--- src/rtl/cond_flags_unit.sv ---
// Conditional-execution stage behind the ULA: evaluates ARM condition codes against the
// registered NZCV flags, gates PC/register/memory writes, and registers the accepted result.
module cond_flags_unit #(
   parameter int WIDTH = 32,
   parameter int CNT_W = 16
) (
   input  logic             clk,
   input  logic             reset,
   input  logic             valid_in,
   input  logic [3:0]       Cond,
   input  logic [3:0]       ALUFlags,
   input  logic [WIDTH-1:0] ALUResult,
   input  logic [1:0]       FlagW,
   input  logic             PCS,
   input  logic             RegW,
   input  logic             MemW,
   input  logic             NoWrite,
   output logic             CondEx,
   output logic             PCSrc,
   output logic             RegWrite,
   output logic             MemWrite,
   output logic [3:0]       Flags,
   output logic [WIDTH-1:0] Result,
   output logic             valid_out,
   output logic [CNT_W-1:0] squash_cnt
);

   logic             cond_pass;
   logic [3:0]       flags_p1;
   logic [WIDTH-1:0] result_p1;
   logic             vld_p1;
   logic [CNT_W-1:0] squash_p1;

   function automatic logic cond_eval(input logic [3:0] c, input logic [3:0] f);
      logic n, z, cy, v, p;
      {n, z, cy, v} = f;
      p = 1'b0;
      case (c)
         4'b0000: p = z;
         4'b0001: p = !z;
         4'b0010: p = cy;
         4'b0011: p = !cy;
         4'b0100: p = n;
         4'b0101: p = !n;
         4'b0110: p = v;
         4'b0111: p = !v;
         4'b1000: p = cy && !z;
         4'b1001: p = !cy || z;
         4'b1010: p = (n == v);
         4'b1011: p = (n != v);
         4'b1100: p = !z && (n == v);
         4'b1101: p = z || (n != v);
         4'b1110: p = 1'b1;
         4'b1111: p = 1'b0;
      endcase
      return p;
   endfunction

   function automatic logic [CNT_W-1:0] sat_inc(input logic [CNT_W-1:0] x);
      return (&x) ? x : x + CNT_W'(1);
   endfunction

   // Stage p0: condition evaluated against the flags already registered, never ALUFlags
   always_comb begin
      cond_pass = cond_eval(Cond, flags_p1);
      CondEx    = valid_in & cond_pass;
      PCSrc     = PCS & CondEx;
      MemWrite  = MemW & CondEx;
      RegWrite  = RegW & CondEx & !NoWrite;
   end

   // Stage p1: architectural flags, writeback result and squash count
   always_ff @(posedge clk) begin
      if (reset) begin
         flags_p1  <= 4'b0000;
         result_p1 <= '0;
         vld_p1    <= 1'b0;
         squash_p1 <= '0;
      end else begin
         if (CondEx && FlagW[1]) flags_p1[3:2] <= ALUFlags[3:2];
         if (CondEx && FlagW[0]) flags_p1[1:0] <= ALUFlags[1:0];
         if (RegWrite) begin
            result_p1 <= ALUResult;
            vld_p1    <= 1'b1;
         end else begin
            vld_p1    <= 1'b0;
         end
         if (valid_in && !cond_pass) squash_p1 <= sat_inc(squash_p1);
      end
   end

   assign Flags      = flags_p1;
   assign Result     = result_p1;
   assign valid_out  = vld_p1;
   assign squash_cnt = squash_p1;

endmodule

--- config.mk ---
export PLATFORM = sky130hd
export DESIGN_NAME = cond_flags_unit
export DESIGN_NICKNAME = d
export VERILOG_FILES = /design/src/rtl/cond_flags_unit.sv
export SDC_FILE = /design/constraint.sdc
export NUM_CORES = 1
export LEC_CHECK = 0
export BUFFER_PORTS_ARGS = -buffer_cell sky130_fd_sc_hd__clkbuf_2
export CAP_MARGIN = 15
export CORE_ASPECT_RATIO = 1.75
export CORE_MARGIN = 5
export CORE_UTILIZATION = 42
export DETAILED_ROUTE_END_ITERATION = 10
export GPL_TIMING_DRIVEN = 0
export PLACE_DENSITY = 0.73
export SETUP_SLACK_MARGIN = 0.2
export SYNTH_ARGS = -nofsm -noshare
export SYNTH_HDL_FRONTEND = slang
export SYNTH_SLANG_ARGS = --single-unit
--- constraint.sdc ---
create_clock -name clk -period 1.8 [get_ports clk]
set_input_delay 0 -clock clk [delete_from_list [all_inputs] [get_ports clk]]
set_output_delay 0 -clock clk [all_outputs]
set_load 0.02 [all_outputs]
# --- Yosys cells after proc, flatten, opt, wreduce, memory -nomap -nowiden ---
# Index checks and enable logic that the tools add are counted.
op_classes:
  add_sub_neg: 1
  n_eq_ne: 17
  muxes: 2
  bitwise: 6
  n_reduce_logical: 16
ops:
  columns: ["op", "n"]
  rows:
  - ["$eq A4 B4 Y1 const B", 8]
  - ["$add A16 B1 Y16 const B", 1]
  - ["$eq A4 B3 Y1 const B", 4]
  - ["$pmux W1 S16", 1]
  - ["$reduce_and A16 Y1", 1]
  - ["$eq A4 B2 Y1 const B", 2]
  - ["$logic_not A1 Y1", 6]
  - ["$and A1 B1 Y1", 5]
  - ["$logic_and A1 B1 Y1", 5]
  - ["$eq A4 B1 Y1 const B", 1]
  - ["$logic_not A4 Y1", 1]
  - ["$logic_or A1 B1 Y1", 2]
  - ["$reduce_and A2 Y1", 1]
  - ["$eq A1 B1 Y1", 1]
  - ["$mux W1", 1]
  - ["$ne A1 B1 Y1", 1]
  - ["$not A1 Y1", 1]
totals:
  register_bits: 53
  input_bits: 49
  output_inout_bits: 57
  word_cells: 47

# --- Longest topological paths before layout ---
# Gate-level depths: netlist of the first run.
logic_depth:
  word_depth: 7
  depth_mapped: 8
  mapped_depth_nobuf: 6

# --- Worst setup path after synthesis of the first run ---
# OpenSTA, ideal clock, no wires.
synth_timing:
  kind: "register -> register"
  startpoint: "register flags_p1[2] (netlist: Flags[2])"
  endpoint: "register squash_p1[5] (netlist: squash_cnt[5])"
  setup_ps: 121
  arrival_time_ps: 1981
  t_required_ps: 1679
  slack_ps: -301
  stages_incl_launch_ff: 7
  path_buffers: 1
  synth_period_minus_slack_ps: 2101
  cell_sequence: "dfxtp_1 -> or4_1 -> o22ai_2 -> nand2_2 -> buf_6 -> nor4_1 -> mux2_2"
synth_between:
  elab_chain_len: 6
  elab_cells_between_ends: 9
  classes_between: "mux: 1; reduce/logical: 8"
synth_rtl:
  columns: ["item", "line", "source"]
  rows:
  - ["start, declared", "29", "logic [3:0] flags_p1;"]
  - ["start signal, assigned", "80", "if (CondEx && FlagW[1]) flags_p1[3:2] <= ALUFlags[3:2];"]
  - ["$logic_not A1 Y1", "40, 47, 51", null]
  - ["$logic_and A1 B1 Y1, on equally long branches", "51, 47", null]
  - ["$pmux W1 S16 *", "38", "case (c)"]
  - ["$logic_not A1 Y1 *", "88", "if (valid_in && !cond_pass) squash_p1 <= sat_inc(squash_p1);"]
  - ["$logic_and A1 B1 Y1 *", "88", null]
  - ["$reduce_and A2 Y1 (no line) *", null, null]
  - ["end signal, assigned", "88", null]
  - ["end, declared", "32", "logic [CNT_W-1:0] squash_p1;"]
# Mark *: on every way between the ends. The rest lies on a longest branch, timed or not.
# A chain may end at the register's enable or synchronous reset.

# --- Worst setup path in the final report of the first run ---
layout_timing:
  startpoint: "register flags_p1[1] (netlist: Flags[1])"
  endpoint: "output PCSrc"
layout_between:
  elab_chain_len: 5
  elab_cells_between_ends: 6
  classes_between: "mux: 1; bitwise: 2; reduce/logical: 3"
layout_rtl:
  columns: ["item", "line", "source"]
  rows:
  - ["start signal, assigned", "81", "if (CondEx && FlagW[0]) flags_p1[1:0] <= ALUFlags[1:0];"]
  - ["$logic_not A1 Y1", "42, 48", null]
  - ["$logic_or A1 B1 Y1", "48", "4'b1001: p = !cy || z;"]
  - ["$pmux W1 S16 *", "38", null]
  - ["$and A1 B1 Y1 *", "66", "CondEx = valid_in & cond_pass;"]
  - ["$and A1 B1 Y1 *", "67", "PCSrc = PCS & CondEx;"]
  - ["end, declared", "19", "output logic PCSrc,"]
# Marks and branches as above.

==> impl_metrics.csv, run 1 <==
group,metric,value,unit
worst_setup_path,start_kind,"register",
clock_network,cts_num_sinks,53,
finish,area_delta_synth_final,75.7,%
yosys,synth_top_area_cell,"dfxtp_1",
routing,vias_per_cell,5.08,
routing,drc,0,
yosys,synth_ff_type,"dfxtp_1",
timing,layout_min_cycle_time,2.02,ns
yosys,yosys.area.top_type_share,0.452,
routing,drt_first_iter_violations,153,
pwr,power_frac_seq,0.484,
timing,finClkSkew,0.00872,ns
yosys,yosys_register_bits,53,
yosys,yosys-top-cells-area,"dfxtp_1 (45%), mux2i_1 (17%), nor2_1 (6.1%), nand2_1 (3.4%), mux2_2 (2.4%)",
pwr,switching_share,0.289,
pwr,power_frac_comb,0.231,
finish,multi_input_area,1500,um2
yosys,synthCells,249,
yosys,async_reset_ff_frac,0,
routing,routedWlPerCell,16.3,um
grt,grt_first_pass_wirelength,12200,um
placement,dp_hpwl,4910,um
timing,setup_ws,-0.224,ns
clock_network,clk_latency,0.31,ns
pwr,p_int,1.79,mW
grt,gr-usage-all-layers,0.222,
pwr,clock_power_share,0.285,
flow_run,drv_cap,0,
clock_network,cts_max_level,2,
finish,fillCellCount,418,
pwr,vdd_drop_max,0.565,mV
yosys,syn_nets,299,
clock_network,tritoncts,"done",
pwr,p_per_area,612,nW/um2
grt,antenna_found_initial,0,
worst_setup_path,crit_type,"reg2out",
timing,finalSetupViolations,56,
placement,place_congestion,0.828,
die,die_w,66.5,um
worst_setup_path,worstSetupEndpointType,"output port",
yosys,netlist-cell-type-count,38,
grt,globalRouteOverflowTotal,0,
routing,top_layer_used,"met4",
routing,firstDrtPassIters,4,
worst_hold_path,hold_class,"in2reg",
die,io_pins,106,
clock_network,root_buffer,"clkbuf_8",
yosys,syn_area,2350,um2
worst_setup_path,reg2reg_slack,-0.21,ns
routing,met2WireLength,4770,um
yosys,synth_edf_count,0,
timing,rsz0062_at_grt,"true",
routing,wl,8120,um
worst_setup_path,crit_fanout,5,
timing,final_max_slew_viol_count,0,
grt,grt_pass1_vias,2661,
run_status,outcome,"complete, but fails checks",
placement,io_buffers,105,
yosys,ys_seq_area_frac,0.452,
yosys,synth_warnings,0,
run_status,failed_checks,"negative setup slack",
routing,wl_met1,2780,um
yosys,syn_area_per_cell,9.42,um2
die,core-area,5500,um2
clock_network,clk_pin_slew_worst_paths,0.10,ns
die,die_y,109,um
finish,nNetsFinal,471,
grt,grt_max_degree,19,
routing,vias,2533,
timing,tightest_slew,0.628,ns
die,initial_utilization,0.427,
finish,seqCellArea,1080,um2
timing,max_freq,494,MHz
pwr,p_sw,0.729,mW
timing,hold_viol_final,0,
finish,postLayoutCellArea,4120,um2
routing,drtAntennaViolNets,0,
routing,wl_met3,417,um
clock_network,clockBufferDepth,2,
clock_network,cts_made_buffers,5,
die,std_cell_rows,36,
finish,drive_above_1_share,0.486,
timing,fin_tns_setup,-8.42,ns
pwr,p_leak,1.72,nW
placement,dpl_cell_area,3130,um2
worst_setup_path,arrival,2.02,ns
timing,max_slew_margin,0.581,
worst_setup_path,required,1.80,ns
die,die_area,7240,um2
timing,period_share,1.12,
-- routing by layer --
| metal | GRT usage | vias up |
|---|---|---|
| met3 | 0.0433 | 12 |
| met4 | 0.0843 | 0 |
| met1 | 0.200 | 1206 |
| met5 | 0 | - |
| li1 | - | 1228 |
| met2 | 0.457 | 87 |
-- metrics by stage --
step | util | power [mW] | instances | hold WS, ns | setup WS, ns
6_report | 0.750 | 2.52 | 499 | 0.0810 | -0.224
4_1_cts | 0.709 | 2.45 | 492 | 0.0616 | -0.218
3_5_place_dp | 0.569 | 1.60 | 430 | 0.232 | -0.268
5_1_grt | 0.750 | 2.62 | 498 | 0.0759 | -0.300
2_1_floorplan | - | 1.46 | 249 | 0.132 | -0.0856
3_3_place_gp | 0.569 | 1.59 | 430 | 0.224 | -0.227
-- power by group through the flow --
stage          clock [mW]  sequential, mW  combinational, mW
2_1_floorplan           0            1.27              0.188
3_3_place_gp            0            1.24              0.347
3_5_place_dp            0            1.24              0.354
4_1_cts             0.732            1.22              0.499
5_1_grt             0.773            1.23              0.618
6_report            0.719            1.22              0.582
-- synthesized netlist by cell type (2+ instances only) --
cell / n
o31a_1: 2
dfxtp_1: 53
nand3_1: 5
xnor2_1: 3
o21ai_1: 5
or3_1: 5
buf_6: 4
and4_1: 2
or4_1: 3
mux2_2: 5
and2_1: 3
nor4_1: 4
nor2b_1: 4
clkbuf_1: 7
nor2_1: 38
o21a_1: 2
nand2_1: 21
a21oi_1: 8
and3_1: 7
inv_1: 2
o31ai_1: 3
nand3b_1: 2
nand4_1: 5
buf_2: 2
nor3_1: 3
mux2i_1: 39
-- state kept, by name, summed over array words and instances, names as in the netlist --
register	cells
Flags	4
Result	32
valid_out	1
squash_cnt	16
-- cell type report --
type / instances / share of cell area
Tap cell: 76 / 0.0231
Clock inverter: 3 / 0.00607
Multi-Input combinational cell: 181 / 0.364
Inverter: 2 / 0.00182
Buffer: 13 / 0.0307
Timing Repair Buffer: 165 / 0.295
Sequential cell: 53 / 0.263
Antenna cell: 1 / 0.000607
Clock buffer: 5 / 0.0167
-- placed cells by master, fill, tap and decap left out, types with 3 or more instances in the layout --
master,count
clkbuf_2,101
dfxtp_1,40
nor2_1,36
dlygate4sd3_1,36
mux2i_1,34
nand2_1,19
dfxtp_2,11
buf_6,10
buf_8,9
buf_4,9
clkbuf_1,7
clkbuf_8,6
mux2_4,5
nand4_1,5
nand3_1,5
a21oi_1,5
and3_4,4
nor2b_1,4
mux2i_2,3
o21ai_2,3
or3_4,3
a21oi_2,3
nor3_4,3
-- worst max-delay path: stages (launching register included) --
cell     delay, ns
dfxtp_4       0.38
o21ba_4       0.20
o22ai_4       0.16
mux2_4        0.36
nand2_4       0.09
buf_8         0.12
buf_8         0.11
and3_4        0.18
buf_8         0.11
-- worst paths after layout --
path,startpoint,end,cells after the start
worst max-delay path,Flags[1]$_SDFFE_PP0P_,PCSrc,8
worst min-delay path,FlagW[1],Flags[2]$_SDFFE_PP0P_,3
worst max register to register,Flags[1]$_SDFFE_PP0P_,Result[8]$_SDFFE_PP0P_,8
worst min register to register,Flags[3]$_SDFFE_PP0P_,Flags[3]$_SDFFE_PP0P_,2
-- kinds of logic (layout without fill, tap and decap cells) --
family | count (synthesis) | in the layout | synth area share
AOI/OAI and AO/OA | 27 | 27 | 0.0805
xor gates and xnor gates | 3 | 3 | 0.0112
adders and majority gates | 1 | 1 | 0.00533
buffers and inverters | 15 | 188 | 0.0379
DFF | 53 | 53 | 0.452
muxes | 44 | 44 | 0.190
other | 0 | 1 | 0
and+or+nand+nor | 106 | 106 | 0.222
-- what timing repair did --
action | in CTS | in global routing
cloned | 2 | 1
gates resized for setup | 32 | 39
hold buffers | 36 | 0
pin swaps | 12 | 19
endpoints found under the setup margin | 56 | 57
endpoints found under the hold margin | 36 | 0
buffers inserted | 16 | 5
(Power assumes the default switching activity.)
==> run 2, diff against run 1 <==
Settings changed: CORE_UTILIZATION 42 to 50, PLACE_DENSITY 0.73 to 0.81.
Clock period 1.8 ns to 2.6 ns, I/O delays scaled along.
==> run 2 against run 1 <==
  * Sequential share of layout area increased by 4.8 points
  * Critical path type unchanged
  * Power down 33%
  * Largest power group unchanged
  * Sequential power decreased by 31%
  * First-iteration DRC count is 62% lower
  * Non-clock buffer count is 24 lower
  * Clock-buffer cell count increased by 1
  * The flow now finishes without violations
  * Global-route usage rose by 0.89 points
  * Routed wire length down 18%
  * Flip-flop and latch count unchanged
  * Final cell count is 9.8% lower
  * Combinational power down 55%
==> impl_metrics.csv, run 2 (synthesis results as in run 1) <==
group,metric,value,unit
timing,finClkSkew,0.00522,ns
routing,drtAntennaViolNets,0,
worst_setup_path,cpPeakStageDelay,0.41,ns
routing,drt_first_iter_violations,58,
timing,period_share,0.883,
placement,dp_hpwl,4620,um
worst_setup_path,worstSetupEndpointType,"output port",
timing,setup_ws,0.305,ns
clock_network,clk_latency,0.30,ns
finish,drive_above_1_share,0.327,
worst_setup_path,crit_buf_inv,3,
die,io_pins,106,
grt,grt_first_pass_wirelength,11100,um
grt,gr-usage-all-layers,0.231,
die,std_cell_rows,33,
clock_network,root_buffer,"clkbuf_8",
flow_run,drv_cap,0,
worst_setup_path,crit_family,"buffers and inverters",
grt,grt_max_degree,17,
routing,wl,6680,um
routing,routedWlPerCell,14.8,um
worst_setup_path,reg2reg_slack,0.41,ns
routing,firstDrtPassIters,4,
timing,finalSetupViolations,0,
worst_setup_path,arrival,2.29,ns
die,die_y,101,um
die,die_area,6220,um2
routing,drc,0,
grt,globalRouteOverflowTotal,0,
timing,final_max_slew_viol_count,0,
finish,postLayoutCellArea,3420,um2
timing,layout_min_cycle_time,2.29,ns
routing,vias,2363,
placement,place_congestion,0.768,
finish,largest_reg_flops,32,
pwr,p_leak,1.49,nW
clock_network,cts_max_level,2,
worst_setup_path,required,2.60,ns
finish,area_delta_synth_final,45.9,%
placement,io_buffers,105,
worst_setup_path,cp_cell_sequence,"o21ba_2, o22ai_1, mux2_2, nand2_2, buf_6, buf_2, and3_1, clkbuf_2",
worst_setup_path,crit_type,"reg2out",
die,core-area,4620,um2
worst_setup_path,crit_slowest_cell,"mux2_2",
routing,vias_per_cell,5.25,
worst_hold_path,hold_class,"in2reg",
grt,grt_pass1_vias,2423,
finish,final_common_cell,"clkbuf_2",
clock_network,cts_made_buffers,5,
timing,tightest_slew,0.504,ns
worst_setup_path,crit_fanout,10,
clock_network,clockBufferDepth,2,
placement,dp_slack,0.413,ns
worst_setup_path,start_kind,"register",
finish,nNetsFinal,447,
clock_network,cts_num_sinks,53,
finish,fin_util,0.740,
die,die_w,61.8,um
grt,antenna_found_initial,0,
clock_network,tritoncts,"done",
timing,hold_slack,0.0796,ns
clock_network,clk_pin_slew_worst_paths,0.09,ns
placement,dpl_cell_area,2940,um2
finish,antenna_cells,0,
timing,rsz0062_at_grt,"false",
pwr,vdd_drop_max,0.523,mV
run_status,outcome,"finished clean",
pwr,p_per_area,493,nW/um2
timing,max_freq,436,MHz
timing,max_slew_margin,0.664,
die,initial_utilization,0.507,
timing,fin_tns_setup,0,ns
finish,most-common-layout-cells,"clkbuf_2 (105), dfxtp_1 (53), mux2i_1 (39)",
timing,hold_viol_final,0,
[run 2: cell count changes in the layout (fill, tap and decap cells not counted), sizes merged]
cell	change
buf	-26
bufinv	+1
clkbuf	+3
diode	-1
inv	-2
[run 2: metal layers]
metal	wire length [um]	global-route usage
met5	0	0
met1	2400	0.248
met4	146	0.0833
met2	3620	0.415
met3	510	0.0577
[run 2: timing repair]
action,in CTS,in global routing
gates resized for setup,0,1
setup buffers,0,0
hold buffers,36,0
hold endpoints to repair,36,0
endpoints found under the setup margin,0,3
[run 2: power by group]
group	leakage, nW	internal [mW]	total [mW]	switching [mW]
logic	1.01	0.126	0.262	0.135
clock network	0.0574	0.313	0.581	0.267
registers	0.428	0.829	0.845	0.0153
total	1.49	1.27	1.69	0.418
[run 2: layout make-up]
type | instances | area [um2]
Fill cell | 364 | 1200
Multi-Input combinational cell | 181 | 1200
Sequential cell | 53 | 1060
Timing Repair Buffer | 141 | 886
Clock buffer | 6 | 82.6
Buffer | 13 | 81.3
Tap cell | 52 | 65.1
Clock inverter | 2 | 37.5
Inverter | 2 | 7.51
[run 2: path summary, 6_finish.rpt]
check	start	end	cells after the start
worst max-delay path	Flags[1]$_SDFFE_PP0P_	MemWrite	8
worst max register to register	Flags[2]$_SDFFE_PP0P_	squash_cnt[5]$_SDFFE_PP0P_	6
worst min-delay path	reset	squash_cnt[6]$_SDFFE_PP0P_	3
worst min register to register	Result[20]$_SDFFE_PP0P_	Result[20]$_SDFFE_PP0P_	2
[run 2: through the flow]
stage	power, mW	cells
after global routing	1.76	450
after detailed placement	1.08	406
final	1.69	450
after CTS	1.70	450
after global placement	1.07	406
after floorplan	0.990	249
[run 2: worst min-delay path: cells and delay by family]
kind	cells	cell delay, ns
mux	1	0.14
buf+inv	1	0.11
simple gates	1	0.10
